**config.mk**
```make
export PLATFORM = sky130hd
export DESIGN_NAME = id_ex_stage
export DESIGN_NICKNAME = d
export VERILOG_FILES = /design/src/rtl/mips_pkg.sv /design/src/rtl/hazard_detect.sv /design/src/rtl/id_ex_stage.sv
export SDC_FILE = /design/constraint.sdc
export NUM_CORES = 1
export LEC_CHECK = 0
export BUFFER_PORTS_ARGS = -buffer_cell sky130_fd_sc_hd__buf_2
export CAP_MARGIN = 0
export CORE_MARGIN = 3
export CORE_UTILIZATION = 39
export CTS_CLUSTER_DIAMETER = 80
export CTS_CLUSTER_SIZE = 24
export DETAILED_ROUTE_END_ITERATION = 8
export GPL_TIMING_DRIVEN = 0
export PLACE_DENSITY = 0.77
export SLEW_MARGIN = 10
export SYNTH_ARGS = -nofsm -noshare
export SYNTH_HDL_FRONTEND = slang
export SYNTH_SLANG_ARGS = --single-unit
export TNS_END_PERCENT = 100
```
**constraint.sdc**
```tcl
create_clock -name clk -period 2.9 [get_ports clk]
set_input_delay 0.87 -clock clk [delete_from_list [all_inputs] [get_ports clk]]
set_output_delay 0.87 -clock clk [all_outputs]
set_load 0.02 [all_outputs]
```
**src/rtl/mips_pkg.sv**
```systemverilog
// Shared constants for the MIPS pipeline: control-word layout, ALUOp encodings
// and the ID/EX hazard state encoding.
package mips_pkg;

    localparam int unsigned CTRL_W  = 10;
    localparam int unsigned REG_W   = 5;
    localparam int unsigned ALUOP_W = 2;

    // Bit positions inside the 10-bit control word
    localparam int unsigned REGWRITE = 9;
    localparam int unsigned MEMREAD  = 8;
    localparam int unsigned MEMWRITE = 7;
    localparam int unsigned MEMTOREG = 6;
    localparam int unsigned ALUSRC   = 5;
    localparam int unsigned REGDST   = 4;
    localparam int unsigned BRANCH   = 3;
    localparam int unsigned JUMP     = 2;
    localparam int unsigned ALUOP    = 0;

    localparam logic [ALUOP_W-1:0] ALUOP_ADD   = 2'b00;
    localparam logic [ALUOP_W-1:0] ALUOP_SUB   = 2'b01;
    localparam logic [ALUOP_W-1:0] ALUOP_RTYPE = 2'b10;

    localparam logic [CTRL_W-1:0] BUBBLE_CTRL = '0;

    typedef enum logic {
        HZ_IDLE  = 1'b0,
        HZ_STALL = 1'b1
    } hz_state_e;

endpackage

```
**src/rtl/hazard_detect.sv**
```systemverilog
// Load-use hazard detection between the ID instruction and a load sitting in EX.
// Produces the PC / IF-ID write enables; a flush overrides the stall.
module hazard_detect
    import mips_pkg::*;
(
    input  logic             id_valid,
    input  logic [REG_W-1:0] id_rs,
    input  logic [REG_W-1:0] id_rt,
    input  logic             ex_valid,
    input  logic             ex_memread,
    input  logic [REG_W-1:0] ex_rt,
    input  logic             flush,
    output logic             lu_c,
    output logic             pc_write,
    output logic             if_id_write
);

    assign lu_c = id_valid && ex_valid && ex_memread && (ex_rt != '0)
               && ((ex_rt == id_rs) || (ex_rt == id_rt));

    assign pc_write    = !(lu_c && !flush);
    assign if_id_write = !(lu_c && !flush);

endmodule

```
**src/rtl/id_ex_stage.sv**
```systemverilog
// ID/EX pipeline register with write-back bypass, load-use bubble insertion,
// flush bubbles and a saturating stall-cycle counter.
module id_ex_stage
    import mips_pkg::*;
#(
    parameter int unsigned DW   = 32,
    parameter int unsigned CNTW = 16
) (
    input  logic              clk,
    input  logic              reset,
    input  logic              id_valid,
    input  logic [REG_W-1:0]  id_rs,
    input  logic [REG_W-1:0]  id_rt,
    input  logic [REG_W-1:0]  id_rd,
    input  logic [DW-1:0]     id_rdata1,
    input  logic [DW-1:0]     id_rdata2,
    input  logic [DW-1:0]     id_imm,
    input  logic [CTRL_W-1:0] id_ctrl,
    input  logic              wb_regwrite,
    input  logic [REG_W-1:0]  wb_w,
    input  logic [DW-1:0]     wb_wdata,
    input  logic              flush,
    output logic              ex_valid,
    output logic [REG_W-1:0]  ex_rs,
    output logic [REG_W-1:0]  ex_rt,
    output logic [REG_W-1:0]  ex_rd,
    output logic [DW-1:0]     ex_a,
    output logic [DW-1:0]     ex_b,
    output logic [DW-1:0]     ex_imm,
    output logic [CTRL_W-1:0] ex_ctrl,
    output logic              pc_write,
    output logic              if_id_write,
    output logic [CNTW-1:0]   stall_count
);

    logic          lu_c;
    logic          stall_c;
    logic          bubble_c;
    logic [DW-1:0] a_c;
    logic [DW-1:0] b_c;
    hz_state_e     state;
    hz_state_e     state_next;

    hazard_detect u_hazard (
        .id_valid    (id_valid),
        .id_rs       (id_rs),
        .id_rt       (id_rt),
        .ex_valid    (ex_valid),
        .ex_memread  (ex_ctrl[MEMREAD]),
        .ex_rt       (ex_rt),
        .flush       (flush),
        .lu_c        (lu_c),
        .pc_write    (pc_write),
        .if_id_write (if_id_write)
    );

    assign stall_c  = lu_c && !flush;
    assign bubble_c = flush || lu_c;

    // Same-cycle register-file write wins over the stale read data; r0 never bypasses
    always_comb begin
        a_c = id_rdata1;
        b_c = id_rdata2;
        if (wb_regwrite && (wb_w != '0) && (wb_w == id_rs)) a_c = wb_wdata;
        if (wb_regwrite && (wb_w != '0) && (wb_w == id_rt)) b_c = wb_wdata;
    end

    always_ff @(posedge clk) begin
        if (reset) state <= HZ_IDLE;
        else       state <= state_next;
    end

    // A stall is always exactly one cycle long
    always_comb begin
        state_next = state;
        case (state)
            HZ_IDLE:  if (stall_c) state_next = HZ_STALL;
            HZ_STALL: state_next = HZ_IDLE;
            default:  state_next = HZ_IDLE;
        endcase
    end

    always_ff @(posedge clk) begin
        if (reset || bubble_c) begin
            ex_valid <= 1'b0;
            ex_rs    <= '0;
            ex_rt    <= '0;
            ex_rd    <= '0;
            ex_a     <= '0;
            ex_b     <= '0;
            ex_imm   <= '0;
            ex_ctrl  <= BUBBLE_CTRL;
        end else begin
            ex_valid <= id_valid;
            ex_rs    <= id_rs;
            ex_rt    <= id_rt;
            ex_rd    <= id_rd;
            ex_a     <= a_c;
            ex_b     <= b_c;
            ex_imm   <= id_imm;
            ex_ctrl  <= id_ctrl;
        end
    end

    always_ff @(posedge clk) begin
        if (reset)                              stall_count <= '0;
        else if (stall_c && (stall_count != '1)) stall_count <= stall_count + CNTW'(1);
    end

endmodule

```
==> metrics.md, run 1 <==
| Metric | Value |
|---|---|
| Crit path cell chain | buf_8 > xor2_2 > nor3_2 > a22oi_2 > clkbuf_8 > or2_4 > buf_6 > buf_6 |
| Hold Crit Class | register to register |
| Gr usage total | 21.7% |
| Max cap viols | 0 |
| Area Overhead vs Synth | 50.0% |
| Initial DRC Count | 266 |
| CTS Root Cell | clkbuf_16 |
| CTS sink count | 138 |
| Crit path max fanout | 3 |
| #FFs+latches synth | 138 |
| Crit start category | input port |
| Die Width | 119 µm |
| DR WL/cell | 16.1 µm |
| FF-to-FF Start | stall_count[0]$_SDFFE_PP0P_ |
| I/O Buffers | 301 |
| CP arrival | 2110 ps |
| Pwr Total | 4.89 mW |
| Most common cell in the synthesized netlist | dfxtp_1 |
| CTS buffer count | 17 |
| Antenna-violating nets left | 0 |
| Worst path required time | 2030 ps |
| Synth top area share | 55.0% |
| Fin area | 7530 µm² |
| Crit share post-route | 103% |
| Vias in the first global route | 4431 |
| Ys Warns | 0 |
| Slowest CP cell | nor3_2 |
| Ys async rst share | 0% |
| Initial antenna violation count | 0 |
| Ys flop type | dfxtp_1 |
| Worst slew margin | 47.4% |
| Via/cell ratio | 4.68 |
| Pwr dens | 650 nW/µm² |
| Tmin final | 2980 ps |
| Hold Startpoint | stall_count[10]$_SDFFE_PP0P_ |
| Iteration count of the initial detailed-routing pass | 4 |
| Synth Instances | 478 |
| Reg2Reg Capture Point | stall_count[14]$_SDFFE_PP0P_ |
| Hold-critical path endpoint | stall_count[10]$_SDFFE_PP0P_ |
| ANT cells | 0 |
| Clk_skew | 10.2 ps |
| Status | complete, but fails checks |
| P_leak | 3.57 nW |
| Core area | 12300 µm² |
| Final WS setup | -76.2 ps |
| Worst path bufs/invs | 4 |
| CP peak stage delay | 240 ps |
| Worst path most repeated cell | buf_6 |
| Overflow after GRT | 0 |
| I/O pin cnt | 303 |
| Number of flops mapped to enable cells by yosys | 0 |
| RSZ-0062 raised after global routing | true |
| Num rows | 40 |
| H-tree Lvls | 4 |
| Post-Syn Area per Cell | 10.5 µm² |
| Maximum clock frequency | 336 MHz |
| Top delay family on crit path | buffers and inverters |
| Global-route wire length before repair | 23.7 mm |
| Syn_nets | 642 |
| Failing checks | setup timing |
| Worst setup EP type | output port |
| Gp weighted congestion | 0.884 |
| Synth area leader | dfxtp_1 |
| Cell Area, Placed | 6740 µm² |
| Initial core utilization | 40.8% |
| VDD IR max | 0.384 mV |
| Final wirelength | 15.8 mm |
| Worst path depth | 8 |
| CTS clock-pin slew for the worst setup and hold paths | 60 ps |
| Max-slew violations | 0 |
| Count of cell types in the netlist | 38 |
| Cell Area, Synth | 5020 µm² |
| Area contributors post-synth | dfxtp_1, mux2i_1, and2_1 |
| CTS tree | done |
| Top post-synthesis cells by count | dfxtp_1, nor2_1, mux2i_1 |
| Residual DRC | 0 |
| Clk buf depth | 2 |
| Hold path cells | 2 |
| R2r worst-path depth | 6 |
| R2R Setup Slk | 570 ps |
| Die footprint | 14300 µm² |
| Fin. Hold Viols | 0 |
| Vias | 4593 |
| Post-synthesis sequential area ratio | 55.0% |
| Largest net degree at the start of global routing | 17 |
| DP Worst Slack | -335 ps |
| Worst-skew pair later-pin latency | 420 ps |
| Worst hold margin | 521 ps |
| Actual slew at the worst max-slew pin | 782 ps |
| Setup-failing EPs final | 2 |
| HPWL Detailed | 12.1 mm |
| Share of cells above drive strength 1 | 45.6% |
| CP Class | input port to output port |
| Layout Nets | 964 |
| Die Ht | 119 µm |
==> sequential cells by signal, indices dropped and copies added (netlist names) <==
name,flops
ex_a,32
ex_imm,32
ex_valid,1
ex_rd,5
ex_b,32
stall_count,16
ex_rs,5
ex_ctrl,10
ex_rt,5
==> cell usage in the layout, fill, tap and decap left out, types with 3 or more instances in the layout <==
cell type / synthesis / layout
buf_2: 7 / 303
xnor2_1: 6 / 6
o31ai_1: 4 / 4
xor2_2: 0 / 4
inv_1: 3 / 3
nand2_1: 7 / 7
bufinv_16: 0 / 5
clkbuf_16: 0 / 17
nor2_1: 77 / 77
mux2i_1: 65 / 65
clkbuf_1: 18 / 17
nand3_1: 7 / 7
or4_1: 5 / 5
buf_6: 0 / 4
nor2b_1: 9 / 9
buf_4: 3 / 5
xor2_1: 14 / 10
nor4_1: 10 / 10
nand4_1: 4 / 4
a21oi_1: 5 / 5
and2_1: 58 / 58
dfxtp_1: 138 / 138
nor4_2: 3 / 3
mux2_2: 8 / 8
clkbuf_8: 0 / 5
nand2b_1: 4 / 3
==> how the worst max path moves through the flow <==
stage,startpoint,end
6_report,id_rs[3],pc_write
5_1_grt,id_rs[3],pc_write
4_1_cts,id_rs[4],pc_write
3_5_place_dp,id_rt[0],pc_write
3_3_place_gp,id_rt[0],pc_write
2_1_floorplan,id_rs[3],pc_write
==> metrics by stage <==
stage	cells	utilization, %	TNS [ps]
3_5_place_dp	947	54.7	-11190
3_3_place_gp	947	54.7	-9080
6_report	981	61.1	-79.1
2_1_floorplan	478	-	0
4_1_cts	981	60.7	-47.4
5_1_grt	981	61.1	-159
==> what timing repair did <==
item                       CTS  global route
hold endpoints to repair     0             0
buffers inserted             3             0
hold buffers                 0             0
resized for setup           12            11
pin swaps                    3             3
setup endpoints to repair    2             5
==> power by group <==
part,switching (mW),total (mW),internal [mW]
Clock,0.807,2.43,1.62
Sequential,0.0204,1.99,1.97
Combinational,0.272,0.478,0.207
==> worst register-to-register path, cell delays in order (launching register included) <==
cell	delay, ps
dfxtp_1	430
ha_1	290
inv_1	60
or4_4	530
or3b_4	410
nor4_2	160
mux2_1	340
==> per-layer routing <==
metal	global-route usage, %	up-vias	routed length, µm	share of wire, %
met5	0	-	0	0
met3	6.93	31	1280	8.1
met1	24.2	2111	6080	38
li1	-	2245	-	-
met4	10.3	0	413	2.6
met2	37.3	206	8060	51
==> logic make-up (layout without fill, tap and decap cells) <==
family | after synthesis | in the layout | synth area share, %
compound gates | 18 | 18 | 2.47
xor+xnor | 20 | 20 | 3.49
fa+ha+maj | 1 | 1 | 0.249
buf+inv | 31 | 366 | 2.72
flops | 138 | 138 | 55.0
mux | 74 | 74 | 15.0
simple gates | 196 | 196 | 21.0
==> final cells by class <==
type | instances | area, µm²
fillers | 1082 | 4780
well taps | 168 | 210
flip-flops and latches | 138 | 2760
clock inverters | 10 | 188
plain buffers | 27 | 135
repair buffers | 304 | 1570
clock buffers | 22 | 484
inverters | 3 | 11.3
multi-input cells | 309 | 2170
(Power assumes the default switching activity.)
==> run 2: changes to the inputs <==
--- a/config.mk
+++ b/config.mk
@@ -5,10 +5,11 @@
 export SDC_FILE = /design/constraint.sdc
 export NUM_CORES = 1
 export LEC_CHECK = 0
+export ABC_AREA = 1
 export BUFFER_PORTS_ARGS = -buffer_cell sky130_fd_sc_hd__buf_2
 export CAP_MARGIN = 0
 export CORE_MARGIN = 3
-export CORE_UTILIZATION = 39
+export CORE_UTILIZATION = 40
 export CTS_CLUSTER_DIAMETER = 80
 export CTS_CLUSTER_SIZE = 24
 export DETAILED_ROUTE_END_ITERATION = 8
==> run 2 against run 1 <==
  * The run now ends clean
  * Final cell count up 22%
  * Clock skew about the same
  * Maximum frequency is 6.8% higher
  * Utilization shrank 0.82 points
  * Critical endpoint unchanged
  * Highest routed layer is now met5
==> metrics.md, run 2 <==
| Metric | Value |
|---|---|
| Worst-skew pair later-pin latency | 420 ps (about the same) |
| Gr usage total | 22.9% (+1.3 points) |
| Worst setup EP type | output port |
| Die footprint | 14900 µm² (+4.4%) |
| Ys flop type | dfxtp_1 |
| Worst slew margin | 62.0% (+15 points) |
| Clk buf depth | 2 (unchanged) |
| Most common cell in the synthesized netlist | dfxtp_1 |
| Crit path max fanout | 6 (+3) |
| Setup TNS | 0 ps (+79.1 ps) |
| Initial antenna violation count | 3 (+3) |
| Ys Warns | 0 (unchanged) |
| Fin area | 7770 µm² (+3.2%) |
| Cell Area, Placed | 7110 µm² (+5.5%) |
| Mux share of post-synthesis cell area | 0% (-15 points) |
| Area contributors post-synth | dfxtp_1, nand2_1, nor2_1 |
| Die Width | 122 µm (+2.2%) |
| Antenna-violating nets left | 0 (unchanged) |
| Gp weighted congestion | 0.875 (-0.94%) |
| Fin. Hold Viols | 0 (unchanged) |
| Synth Instances | 683 (+43%) |
| Max-slew violations | 0 (unchanged) |
| Crit start category | input port |
| CP arrival | 1920 ps (-190 ps) |
| Post-Syn Area per Cell | 7.88 µm² (-25%) |
| Synth area leader | dfxtp_1 |
| Slowest CP cell | buf_4 |
| CP peak stage delay | 160 ps (-80 ps) |
| CTS sink count | 138 (unchanged) |
| CTS tree | done |
| Synth Area in Simple Gates | 27.4% (+6.4 points) |
| Post-synthesis sequential area ratio | 51.3% (-3.7 points) |
| Pwr dens | 602 nW/µm² (-7.3%) |
| Top delay family on crit path | simple AND/OR/NAND/NOR gates |
| Logic pwr share | 11.7% (+1.9 points) |
| Status | complete, no violations |
| Top post-synthesis cells by count | dfxtp_1, nand2_1, nor2_1 |
| Initial DRC Count | 260 (-2.3%) |
| Leading cell types in the layout, fill and taps excluded | buf_2, dfxtp_1, nand2_1, nor2_1, inv_1 |
| Die Ht | 122 µm (+2.2%) |
| Adder-Cell Fraction of Synth Area | 0.232% (-0.017 points) |
| Initial core utilization | 41.8% (+1.1 points) |
| Largest net degree at the start of global routing | 17 (unchanged) |
| Vias in the first global route | 5145 (+16%) |
| Overflow after GRT | 0 (unchanged) |
| Final wirelength | 17.6 mm (+11%) |
| Global-route wire length before repair | 25.8 mm (+8.9%) |
| Area Overhead vs Synth | 44.2% |
| CTS buffer count | 17 (unchanged) |
| I/O pin cnt | 303 (unchanged) |
| Worst path bufs/invs | 4 (unchanged) |
| Clock network fraction of design power | 45.9% (-3.7 points) |
| P_leak | 4.16 nW (+17%) |
| Regs by FF count | ex_a (32), ex_b (32), ex_imm (32) |
| Residual DRC | 0 (unchanged) |
| Maximum clock frequency | 359 MHz (+6.8%) |
| Largest family of logic cells by synthesized area | simple AND/OR/NAND/NOR gates |
| H-tree Lvls | 4 (unchanged) |
| XOR/XNOR Fraction of Synth Area | 1.95% (-1.5 points) |
| CP Class | input port to output port |
| Num rows | 41 (+2.5%) |
| Clk_skew | 9.94 ps (-0.285 ps) |
| Syn_nets | 847 (+32%) |
| Actual slew at the worst max-slew pin | 568 ps (-214 ps) |
| DR WL/cell | 14.7 µm (-8.8%) |
| Fillers | 1138 (+5.2%) |
| Hold Crit Class | register to register |
| Number of flops mapped to enable cells by yosys | 0 (unchanged) |
| Synth top area share | 51.3% (-3.7 points) |
| Crit share post-route | 96.1% (-6.5 points) |
| Compound-Gate Fraction of Synth Area | 8.95% (+6.5 points) |
| Cell Area, Synth | 5380 µm² (+7.3%) |
| #FFs+latches synth | 138 (unchanged) |
| HPWL Detailed | 13.7 mm (+13%) |
| Tmin final | 2790 ps (-190 ps) |
| Crit path cell chain | buf_2 > inv_1 > nand2_1 > nand2_1 > nor2_2 > nand3_2 > nand2_4 > nand3_4 > buf_4 > buf_2 |
| Flop pwr share | 42.5% (+1.9 points) |
| I/O Buffers | 302 (+0.33%) |
| Core area | 12900 µm² (+4.6%) |
| Max cap viols | 0 (unchanged) |
| NetSw | 1.20 mW (+9.1%) |
| Most common cell after layout, fill and taps aside | buf_2 |
| CTS Root Cell | clkbuf_16 |
| Sw frac | 25.6% (+3.2 points) |
| Vias | 5583 (+22%) |
| Iteration count of the initial detailed-routing pass | 6 (+2) |
| Via/cell ratio | 4.66 (-0.46%) |
| Hold buffers post-CTS | 0 (unchanged) |
| VDD IR max | 0.535 mV (+39%) |
| Worst path required time | 2030 ps (about the same) |
| Ys async rst share | 0% (unchanged) |
| CTS clock-pin slew for the worst setup and hold paths | 60 ps (about the same) |
| Setup-failing EPs final | 0 (-2) |
| Layout Nets | 1175 (+22%) |
| Share of cells above drive strength 1 | 40.2% (-5.4 points) |
| Count of cell types in the netlist | 31 (-18%) |
| Internal power | 3.48 mW (-8.3%) |
[run 2: worst register-to-register path, cell delays in order, from the launching register on]
cell     delay, ps
dfxtp_1        370
inv_1           90
nand2_1         60
nand2_1         60
nor2_2         120
nand3_2        100
nand2_4        110
nand3_4        120
buf_4          170
buf_4          130
nor2_1         130
nand2_1         80
nand2_1         60
nor2_1          40
[run 2: per-stage QoR]
stage	worst slack (ps)	cells	hold WS, ps	utilization, %	power (mW)
after detailed placement	41.6	1157	513	55.2	2.57
after global placement	53.0	1157	504	55.2	2.56
after global routing	-6.62	1198	572	60.3	4.84
final	114	1198	517	60.3	4.68
after floorplan	364	683	580	-	2.32
after CTS	34.2	1189	522	59.8	4.70
[run 2: final cells by class]
type	instances	area, µm²	share of cell area (%)
Timing Repair Buffer	309	1560	20.1
Sequential cell	138	2760	35.6
Clock inverter	12	141	1.82
Multi-Input combinational cell	429	2090	26.9
Tap cell	172	215	2.77
Clock buffer	20	447	5.75
Inverter	82	308	3.96
Antenna cell	2	5.00	0.0644
Buffer	34	238	3.06
[run 2: power groups by stage]
stage	Sequential, mW	Clock [mW]	Combinational [mW]
after floorplan	2.12	0	0.198
after global placement	2.03	0	0.536
after detailed placement	2.03	0	0.543
after CTS	1.99	2.17	0.545
after global routing	1.99	2.26	0.596
final	1.99	2.14	0.547
[run 2: cell families after synthesis]
| kind of cell | count (synthesis) |
|---|---|
| xor+xnor | 12 |
| buf+inv | 116 |
| flops | 138 |
| compound gates | 73 |
| fa+ha+maj | 1 |
| simple gates | 343 |
[run 2: what timing repair did]
item	in CTS	in global routing
endpoints found under the setup margin	0	1
setup buffers	0	7
resized for setup	0	3
[run 2: metal layers]
metal  up-vias  global-route usage, %  wire length (µm)
met3        38                   7.99              1560
li1       2794                      -                 -
met5         -                      0                13
met1      2509                   23.4              6420
met4         2                   10.2               509
met2       240                   42.1              9130
[run 2: final timing paths]
path / from / to / slack [ps] / cells after the start
hold / removal: stall_count[4]$_SDFFE_PP0P_ / stall_count[4]$_SDFFE_PP0P_ / 520 / 2
setup / recovery: id_rs[1] / pc_write / 110 / 10
setup reg to reg: ex_rt[1]$_SDFF_PP0_ / stall_count[15]$_SDFFE_PP0P_ / 1150 / 13
hold reg to reg: stall_count[4]$_SDFFE_PP0P_ / stall_count[4]$_SDFFE_PP0P_ / 520 / 2
